**src/rtl/lsu_bus_adapter.sv**
```systemverilog
`timescale 1ns/1ps
// lsu_bus_adapter: bridges an RV32I load/store unit to a single-beat word bus.
// Generates byte enables and replicated store lanes, extracts/extends load
// lanes, enforces a bus timeout and flags illegal encodings as access faults.
//
// Ports:
//   clk, rst_n                 clock, async active-low reset
//   req_valid/req_ready        core request handshake (ready only in IDLE)
//   req_we, req_funct3         store select, RV32I width/sign code
//   req_addr, req_wdata        byte address, store data (rs2)
//   resp_valid/rdata/err       one-cycle completion pulse with load data/fault
//   stall                      core must hold PC and request
//   bus_req/we/addr/wdata/be   registered word-bus command, held until bus_ack
//   bus_ack, bus_rdata         bus completion and read data
//
// Build option: LSU_MISALIGN_TRAP_EN -- when defined, misaligned H/HU/W
// accesses fault without touching the bus; otherwise the offset is aligned.
module lsu_bus_adapter #(
  parameter int unsigned TIMEOUT_CYCLES = 255
) (
  input  logic        clk,
  input  logic        rst_n,
  input  logic        req_valid,
  output logic        req_ready,
  input  logic        req_we,
  input  logic [2:0]  req_funct3,
  input  logic [31:0] req_addr,
  input  logic [31:0] req_wdata,
  output logic        resp_valid,
  output logic [31:0] resp_rdata,
  output logic        resp_err,
  output logic        stall,
  output logic        bus_req,
  output logic        bus_we,
  output logic [31:0] bus_addr,
  output logic [31:0] bus_wdata,
  output logic [3:0]  bus_be,
  input  logic        bus_ack,
  input  logic [31:0] bus_rdata
);

  localparam int unsigned CNT_W = 8;
  localparam logic [CNT_W-1:0] CNT_LAST = CNT_W'(TIMEOUT_CYCLES - 1);

  typedef enum logic [1:0] {
    IDLE = 2'd0,
    BUS  = 2'd1,
    RESP = 2'd2
  } state_t;

  state_t            state, state_d;
  logic [2:0]        funct3_q, funct3_d;
  logic [1:0]        off_q, off_d;
  logic              we_q, we_d;
  logic [CNT_W-1:0]  cnt, cnt_d;
  logic              bus_req_d, bus_we_d;
  logic [31:0]       bus_addr_d, bus_wdata_d;
  logic [3:0]        bus_be_d;
  logic              resp_valid_d, resp_err_d;
  logic [31:0]       resp_rdata_d;

  // Request decode
  logic        illegal;
  logic        misalign;
  logic [1:0]  req_off;
  logic [3:0]  req_be;
  logic [31:0] req_lanes;
  logic [31:0] load_shift;
  logic [31:0] load_data;

  assign req_ready = (state == IDLE);
  assign stall     = (state == BUS) || ((state == IDLE) && req_valid);

  // Illegal width codes, and unsigned widths on a store
  always_comb begin
    illegal = 1'b0;
    case (req_funct3)
      3'b011, 3'b110, 3'b111: illegal = 1'b1;
      3'b100, 3'b101:         illegal = req_we;
      default:                illegal = 1'b0;
    endcase
  end

  // Effective lane offset: halfwords use addr[1], words ignore addr[1:0]
  always_comb begin
    req_off = 2'b00;
    case (req_funct3[1:0])
      2'b00:   req_off = req_addr[1:0];
      2'b01:   req_off = {req_addr[1], 1'b0};
      default: req_off = 2'b00;
    endcase
  end

`ifdef LSU_MISALIGN_TRAP_EN
  // Misaligned halfword/word accesses fault instead of being aligned
  always_comb begin
    misalign = 1'b0;
    case (req_funct3[1:0])
      2'b01:   misalign = req_addr[0];
      2'b10:   misalign = (req_addr[1:0] != 2'b00);
      default: misalign = 1'b0;
    endcase
  end
`else
  assign misalign = 1'b0;
`endif

  // Byte enables and store-lane replication
  always_comb begin
    req_be    = 4'hF;
    req_lanes = req_wdata;
    case (req_funct3[1:0])
      2'b00: begin
        req_be    = 4'b0001 << req_off;
        req_lanes = {4{req_wdata[7:0]}};
      end
      2'b01: begin
        req_be    = 4'b0011 << req_off;
        req_lanes = {2{req_wdata[15:0]}};
      end
      default: begin
        req_be    = 4'hF;
        req_lanes = req_wdata;
      end
    endcase
  end

  // Load lane extraction and sign/zero extension
  assign load_shift = bus_rdata >> {off_q, 3'b000};

  always_comb begin
    load_data = load_shift;
    case (funct3_q)
      3'b000:  load_data = {{24{load_shift[7]}}, load_shift[7:0]};
      3'b001:  load_data = {{16{load_shift[15]}}, load_shift[15:0]};
      3'b100:  load_data = {24'h000000, load_shift[7:0]};
      3'b101:  load_data = {16'h0000, load_shift[15:0]};
      default: load_data = load_shift;
    endcase
  end

  // Next-state and next-output logic
  always_comb begin
    state_d      = state;
    funct3_d     = funct3_q;
    off_d        = off_q;
    we_d         = we_q;
    cnt_d        = cnt;
    bus_req_d    = bus_req;
    bus_we_d     = bus_we;
    bus_addr_d   = bus_addr;
    bus_wdata_d  = bus_wdata;
    bus_be_d     = bus_be;
    resp_valid_d = 1'b0;
    resp_err_d   = resp_err;
    resp_rdata_d = resp_rdata;

    case (state)
      IDLE: begin
        if (req_valid) begin
          if (illegal || misalign) begin
            state_d      = RESP;
            resp_valid_d = 1'b1;
            resp_err_d   = 1'b1;
            resp_rdata_d = 32'h0;
          end else begin
            state_d     = BUS;
            funct3_d    = req_funct3;
            off_d       = req_off;
            we_d        = req_we;
            cnt_d       = '0;
            bus_req_d   = 1'b1;
            bus_we_d    = req_we;
            bus_addr_d  = {req_addr[31:2], 2'b00};
            bus_wdata_d = req_lanes;
            bus_be_d    = req_be;
          end
        end
      end

      BUS: begin
        // bus_ack wins over a timeout landing in the same cycle
        if (bus_ack) begin
          state_d      = RESP;
          bus_req_d    = 1'b0;
          resp_valid_d = 1'b1;
          resp_err_d   = 1'b0;
          resp_rdata_d = we_q ? 32'h0 : load_data;
        end else if (cnt == CNT_LAST) begin
          state_d      = RESP;
          bus_req_d    = 1'b0;
          resp_valid_d = 1'b1;
          resp_err_d   = 1'b1;
          resp_rdata_d = 32'h0;
        end else begin
          cnt_d = cnt + CNT_W'(1);
        end
      end

      RESP: begin
        state_d = IDLE;
      end

      default: begin
        state_d   = IDLE;
        bus_req_d = 1'b0;
      end
    endcase
  end

  // State and registered outputs
  always_ff @(posedge clk or negedge rst_n) begin
    if (!rst_n) begin
      state      <= IDLE;
      funct3_q   <= 3'b000;
      off_q      <= 2'b00;
      we_q       <= 1'b0;
      cnt        <= '0;
      bus_req    <= 1'b0;
      bus_we     <= 1'b0;
      bus_addr   <= 32'h0;
      bus_wdata  <= 32'h0;
      bus_be     <= 4'h0;
      resp_valid <= 1'b0;
      resp_err   <= 1'b0;
      resp_rdata <= 32'h0;
    end else begin
      state      <= state_d;
      funct3_q   <= funct3_d;
      off_q      <= off_d;
      we_q       <= we_d;
      cnt        <= cnt_d;
      bus_req    <= bus_req_d;
      bus_we     <= bus_we_d;
      bus_addr   <= bus_addr_d;
      bus_wdata  <= bus_wdata_d;
      bus_be     <= bus_be_d;
      resp_valid <= resp_valid_d;
      resp_err   <= resp_err_d;
      resp_rdata <= resp_rdata_d;
    end
  end

endmodule
```
**config.mk**
```make
export PLATFORM = sky130hd
export DESIGN_NAME = lsu_bus_adapter
export DESIGN_NICKNAME = d
export VERILOG_FILES = /design/src/rtl/lsu_bus_adapter.sv
export SDC_FILE = /design/constraint.sdc
export NUM_CORES = 1
export LEC_CHECK = 0
export ABC_CLOCK_PERIOD_IN_PS = 2400
export CORE_MARGIN = 4
export CORE_UTILIZATION = 35
export DETAILED_ROUTE_END_ITERATION = 6
export GPL_ROUTABILITY_DRIVEN = 0
export GPL_TIMING_DRIVEN = 0
export PLACE_DENSITY = 0.67
export SLEW_MARGIN = 15
export SYNTH_ARGS = -nofsm -noshare
export SYNTH_HDL_FRONTEND = slang
export SYNTH_SLANG_ARGS = --single-unit
```
**constraint.sdc**
```tcl
create_clock -name clk -period 2.4 [get_ports clk]
set_input_delay 0.48 -clock clk [delete_from_list [all_inputs] [get_ports clk]]
set_output_delay 0.48 -clock clk [all_outputs]
set_load 0.03 [all_outputs]
```
==> out/results.txt, run 1 <==
outcome - finished clean
fin crit share - 0.939
Root Buffer Master - clkbuf_16
# IOs - 210
area grow syn2layout - 54.6%
synthesized flop and latch total - 117
gr ovfl total - 0
top cell type's share of synthesized area - 0.543
Max Buffers Root-to-Sink - 2
Final Hold Fails - 0
Setup crit start kind - flop
met3 WL post-DR - 1380 microns
largest area contributor in the synthesized netlist - dfrtp_1
EDFF count, synth - 0
Sw Share - 0.406
Mapped Avg Cell Area - 9.56 sq um
Port Buffers - 205
reg2reg start - state[1]
combinational share of power - 0.473
Routed Antenna Nets - 0
via count - 4964
hold buffers post-CTS - 0
register share of total power - 0.295
Slew HR - 0.256
WL met2 - 8260 microns
Yosys cell types - 45
First-pass DRT Iterations - 5
CTS Buf Count - 17
final setup vio count - 0
# clock sinks - 117
WL final - 17400 microns
GRT Total Usage - 0.201
setup slack at placement - -0.383 ns
Max VDD drop - 0.682 mV
CP Max Fanout - 10
Switching Power - 4.68 mW
Detailed Place HPWL - 13000 microns
clock slew at reported path FFs - 0.05 ns
DR iter-0 viols - 327
fin area - 0.00834 sq mm
CP endpoint kind - flop
number of antenna violations at the first check in global routing - 0
vias in the first global route - 5254
RSZ-0062 raised after global routing - no
FFs w/ async S/R, synth - 1.00
crit path time final - 2.25 ns
ys flop type - dfrtp_1
Clock Power Share - 0.232
largest net degree at the start of global routing - 65
Worst R2R Path Depth - 6
area of the die - 0.0175 sq mm
clk_skew - 0.00970 ns
Hold WC Path Type - primary input to async pin
Critical Path RT - 2.74 ns
Power Dens Cells - 1380 mW/mm^2
CP Class - flop to flop
WL/cell - 17.5 microns
reg2reg end - resp_rdata[30]
leakage power - 3.75 nW
Starting Density - 0.356
Seq/Total Area, Yosys - 0.543
worst skew pair latency - 0.41 ns
Mapped Cells - 564
Synth Warn # - 0
CTS tree - done
most area-consuming cells after synthesis - dfrtp_1 (54%), nand2_1 (13%), mux2i_1 (7.4%)
Cell Area, Placed - 0.00771 sq mm
PnR worst setup slack - 0.146 ns
vias per cell - 5.01
final-stage net count - 896
R2R setup slack - 0.15 ns
DIE WIDTH - 132 microns
DRC errors left - 0
critical path data arrival time - 2.60 ns
Netlist Area Pre-Place - 0.00539 sq mm
Worst-Margin Slew - 1.11 ns
H-tree levels - 4
total power - 11.5 mW
metal1 wirelength - 7440 microns
Internal Power - 6.84 mW
Max Cap Violations - 0
Rows - 45
number of diodes - 0
area of the core - 0.0151 sq mm
die height - 132 microns
first-pass GRT wire length - 28200 microns
max layer used - met4
Final Slew Violations - 0
Max Clk Rate - 444 MHz
fraction of layout cells with a size suffix above 1 - 0.0760
-- per-layer routing --
metal  GRT usage  vias to the layer above
li1            -                     2379
met1       0.250                     2372
met2       0.327                      188
met3      0.0767                       25
met4      0.0554                        0
met5           0                        -
-- stage by stage --
stage	hold slack, ns	util	instances	setup TNS (ns)
floorplan	0.184	-	565	0
global placement	0.454	0.507	958	-454.77
detailed placement	0.461	0.509	959	-21.05
CTS	0.0901	0.550	991	0
global route	0.116	0.551	991	0
finish	0.0676	0.551	991	0
-- sequential cells by signal (all words and copies together), names as in the netlist --
register	flops
bus_addr	30
bus_be	4
bus_req	1
bus_wdata	32
cnt	8
funct3_q	3
off_q	2
resp_err	1
resp_rdata	32
resp_valid	1
state	2
we_q	1
-- cell type report --
type | count | area [sq um]
sequential | 117 | 2930
fill | 1328 | 6810
tap | 188 | 235
buffer | 37 | 170
clock buffer | 23 | 468
multi-input combinational | 404 | 2280
inverter | 7 | 26.3
clock inverter | 9 | 150
timing repair buffer | 206 | 2080
-- how the worst max path moves through the flow --
stage	start	endpoint	slack (ns)	cells past startpoint
detailed placement	req_funct3[2]	bus_wdata[21]	-0.38	7
floorplan	req_valid	cnt[7]	0.40	5
global placement	rst_n	bus_wdata[16]	-3.77	1
finish	state[1]	resp_rdata[30]	0.15	6
CTS	req_valid	stall	0.007	4
global route	state[1]	resp_rdata[30]	0.04	6
-- cell families (layout without fill, tap and decap cells) --
family                   Yosys count  count (layout)  share of synthesized area
flip-flops                       117             117                      0.543
AND/OR/NAND/NOR                  232             232                      0.176
other                              1               2                   0.000695
buffers and inverters             44             282                     0.0355
adder cells (fa/ha/maj)            2               2                    0.00464
multiplexers                      49              49                     0.0937
AO/OA/AOI/OAI                    119             119                      0.147
-- cell usage after synthesis, types with 2 or more instances --
library cell    n
buf_4           2
nand2_1       187
inv_1           7
nand2b_1        2
a31o_2          2
buf_6           2
nand3_1         3
nor3b_1         2
dfrtp_1       117
buf_2           3
and2b_1         2
ha_1            2
or3_1           2
a22o_1          8
a221o_1        16
nor3_1          2
o21a_1          2
clkbuf_1       29
nor2_1         21
a21oi_1        23
a31oi_1         3
mux2_2          8
nand4_1         2
o21ai_0        56
mux2i_1        40
or2_2           2
-- what timing repair did --
action	in CTS	in global routing
endpoints found under the setup margin	0	30
resized for setup	0	9
buffers inserted	0	0
-- cells in the final DEF, fill, tap and decap left out, types with 3 or more instances in the layout --
cell | Yosys | final
mux2_2 | 8 | 8
inv_1 | 7 | 7
a21oi_1 | 23 | 23
a221o_1 | 16 | 16
clkbuf_1 | 29 | 29
bufinv_16 | 0 | 4
clkdlybuf4s50_1 | 0 | 203
nand2_1 | 187 | 187
clkinv_2 | 0 | 3
buf_6 | 2 | 3
buf_2 | 3 | 3
nand3_1 | 3 | 3
a22o_1 | 8 | 8
nor2_1 | 21 | 21
a31oi_1 | 3 | 3
clkbuf_16 | 0 | 17
dfrtp_1 | 117 | 117
mux2i_1 | 40 | 40
o21ai_0 | 56 | 56
clkbuf_2 | 0 | 4
-- critical path, stage by stage, from the launching register on --
cell	delay (ns)
dfrtp_1	0.42
and2b_1	0.28
nand3b_2	0.24
nor3b_2	0.66
nor2b_1	0.20
buf_2	0.21
a221o_1	0.18
-- power by group through the flow --
| stage | sequential, mW | clock (mW) | combinational (mW) |
|---|---|---|---|
| 3_3_place_gp | 3.37 | 0 | 5.43 |
| 6_report | 3.40 | 2.67 | 5.45 |
| 4_1_cts | 3.40 | 2.71 | 5.52 |
| 5_1_grt | 3.51 | 2.79 | 5.86 |
| 3_5_place_dp | 3.41 | 0 | 5.50 |
| 2_1_floorplan | 4.86 | 0 | 1.59 |
No activity file was read; power rests on OpenSTA's default activity.
==> run 2: changes to the inputs <==
--- a/config.mk
+++ b/config.mk
@@ -5,7 +5,7 @@
 export SDC_FILE = /design/constraint.sdc
 export NUM_CORES = 1
 export LEC_CHECK = 0
-export ABC_CLOCK_PERIOD_IN_PS = 2400
+export ABC_CLOCK_PERIOD_IN_PS = 2800
 export CORE_MARGIN = 4
 export CORE_UTILIZATION = 35
 export DETAILED_ROUTE_END_ITERATION = 6
==> constraint.sdc (replaced) <==
create_clock -name clk -period 2.8 [get_ports clk]
set_input_delay 0.56 -clock clk [delete_from_list [all_inputs] [get_ports clk]]
set_output_delay 0.56 -clock clk [all_outputs]
set_load 0.03 [all_outputs]
==> out/results.txt, run 2 (synthesis results as in run 1) <==
Port Buffers - 205
CP Class - primary input to output port
register share of total power - 0.295
CTS tree - done
Post-Layout Cell Count - 991
DP Cell Count - 959
area of the core - 0.0151 sq mm
DRC errors left - 0
Top delay family on crit path - buffers and inverters
Switching Power - 4.01 mW
area of the die - 0.0175 sq mm
fin crit share - 0.909
critical path data arrival time - 1.99 ns
WL final - 17300 microns
vias in the first global route - 5254
Starting Density - 0.356
number of antenna violations at the first check in global routing - 0
Worst-Margin Slew - 1.12 ns
top flop regs - bus_wdata x32, resp_rdata x32, bus_addr x30
Slew HR - 0.253
Setup crit start kind - primary input
slowest library cell on the worst path - clkdlybuf4s50_1
CP endpoint kind - output port
DR iter-0 viols - 321
final-stage net count - 896
WL/cell - 17.5 microns
worst skew pair latency - 0.41 ns
combinational share of power - 0.473
via count - 4938
RSZ-0062 raised after global routing - no
leakage power - 3.73 nW
CTS Buf Count - 17
Clock Power Share - 0.232
Critical Path RT - 2.24 ns
# IOs - 210
Final Slew Violations - 0
gr ovfl total - 0
Power Dens Cells - 1180 mW/mm^2
Max Clk Rate - 393 MHz
Fill cells - 1327
outcome - finished clean
die height - 132 microns
Sw Share - 0.406
Internal Power - 5.86 mW
crit path time final - 2.55 ns
Cell Area, Placed - 0.00771 sq mm
clock slew at reported path FFs - 0.05 ns
# clock sinks - 117
Final Hold Fails - 0
commonest cells after routing, fill and taps aside - clkdlybuf4s50_1 (204), nand2_1 (187), dfrtp_1 (117), o21ai_0 (56), mux2i_1 (40)
clk_skew - 0.00782 ns
Hold WC Path Type - primary input to async pin
Buf/Inv on CP - 2
Max Buffers Root-to-Sink - 2
First-pass DRT Iterations - 4
hold buffers post-CTS - 0
crit-path cells - clkdlybuf4s50_1 > nor2_1 > nor2_1 > clkdlybuf4s50_1
crit-path max cell delay - 0.72 ns
Root Buffer Master - clkbuf_16
Detailed Place HPWL - 13000 microns
first-pass GRT wire length - 28200 microns
final setup vio count - 0
DIE WIDTH - 132 microns
total setup buffers inserted after CTS - 0
most common cell after layout, fill and taps aside - clkdlybuf4s50_1
vias per cell - 4.98
largest net degree at the start of global routing - 65
fin area - 0.00833 sq mm
Max VDD drop - 0.585 mV
number of diodes - 0
Rows - 45
area grow syn2layout - 54.5%
post-CTS sizing - 0
fraction of layout cells with a size suffix above 1 - 0.0710
Max Cap Violations - 0
H-tree levels - 4
CP Max Fanout - 3
GRT Total Usage - 0.201
Routed Antenna Nets - 0
[run 2: cell types whose count changed in the layout (fill, tap and decap cells not counted)]
cell,delta
dlymetal6s2s_1,-1
clkbuf_2,-4
clkdlybuf4s50_1,+1
clkbuf_1,+4
[run 2: area by class of cell]
cell class / instances / area (sq um) / area share
plain buffers: 37 / 165 / 0.0198
well taps: 188 / 235 / 0.0282
repair buffers: 206 / 2080 / 0.250
multi-input cells: 404 / 2280 / 0.273
inverters: 7 / 26.3 / 0.00315
clock buffers: 23 / 468 / 0.0562
flip-flops and latches: 117 / 2930 / 0.351
clock inverters: 9 / 150 / 0.0180
[run 2: path summary, 6_finish.rpt]
path | startpoint | endpoint | slack (ns) | cells after the start
setup reg to reg | state[1] | resp_rdata[30] | 0.56 | 6
hold reg to reg | bus_be[1] | bus_be[1] | 0.47 | 2
hold / removal | rst_n | bus_addr[28] | 0.15 | 1
min in group clk | bus_be[1] | bus_be[1] | 0.47 | 2
max in group asynchronous | rst_n | bus_wdata[2] | 1.96 | 2
setup / recovery | req_valid | stall | 0.25 | 4
[run 2: power groups by stage]
stage,Sequential (mW),Clock [mW],Combinational [mW]
finish,2.91,2.29,4.67
global route,3.01,2.40,5.02
CTS,2.92,2.32,4.73
detailed placement,2.93,0,4.71
global placement,2.89,0,4.66
floorplan,4.17,0,1.36
[run 2: stage by stage]
stage               TNS (ns)  utilization  setup slack [ns]  power, mW  hold WS [ns]
CTS                        0        0.550             0.247       9.97         0.170
global placement     -402.03        0.507             -3.45       7.55         0.454
detailed placement    -0.739        0.509           -0.0635       7.64         0.461
floorplan                  0            -             0.724       5.52         0.264
finish                     0        0.550             0.254       9.87         0.152
global route               0        0.550             0.138       10.4         0.196
[run 2: routing by layer]
metal / part of all wire / GRT usage / vias up
met5: 0 / 0 / -
met4: 0.013 / 0.0554 / 0
met3: 0.081 / 0.0767 / 16
met2: 0.48 / 0.327 / 183
met1: 0.43 / 0.250 / 2364
li1: - / - / 2375
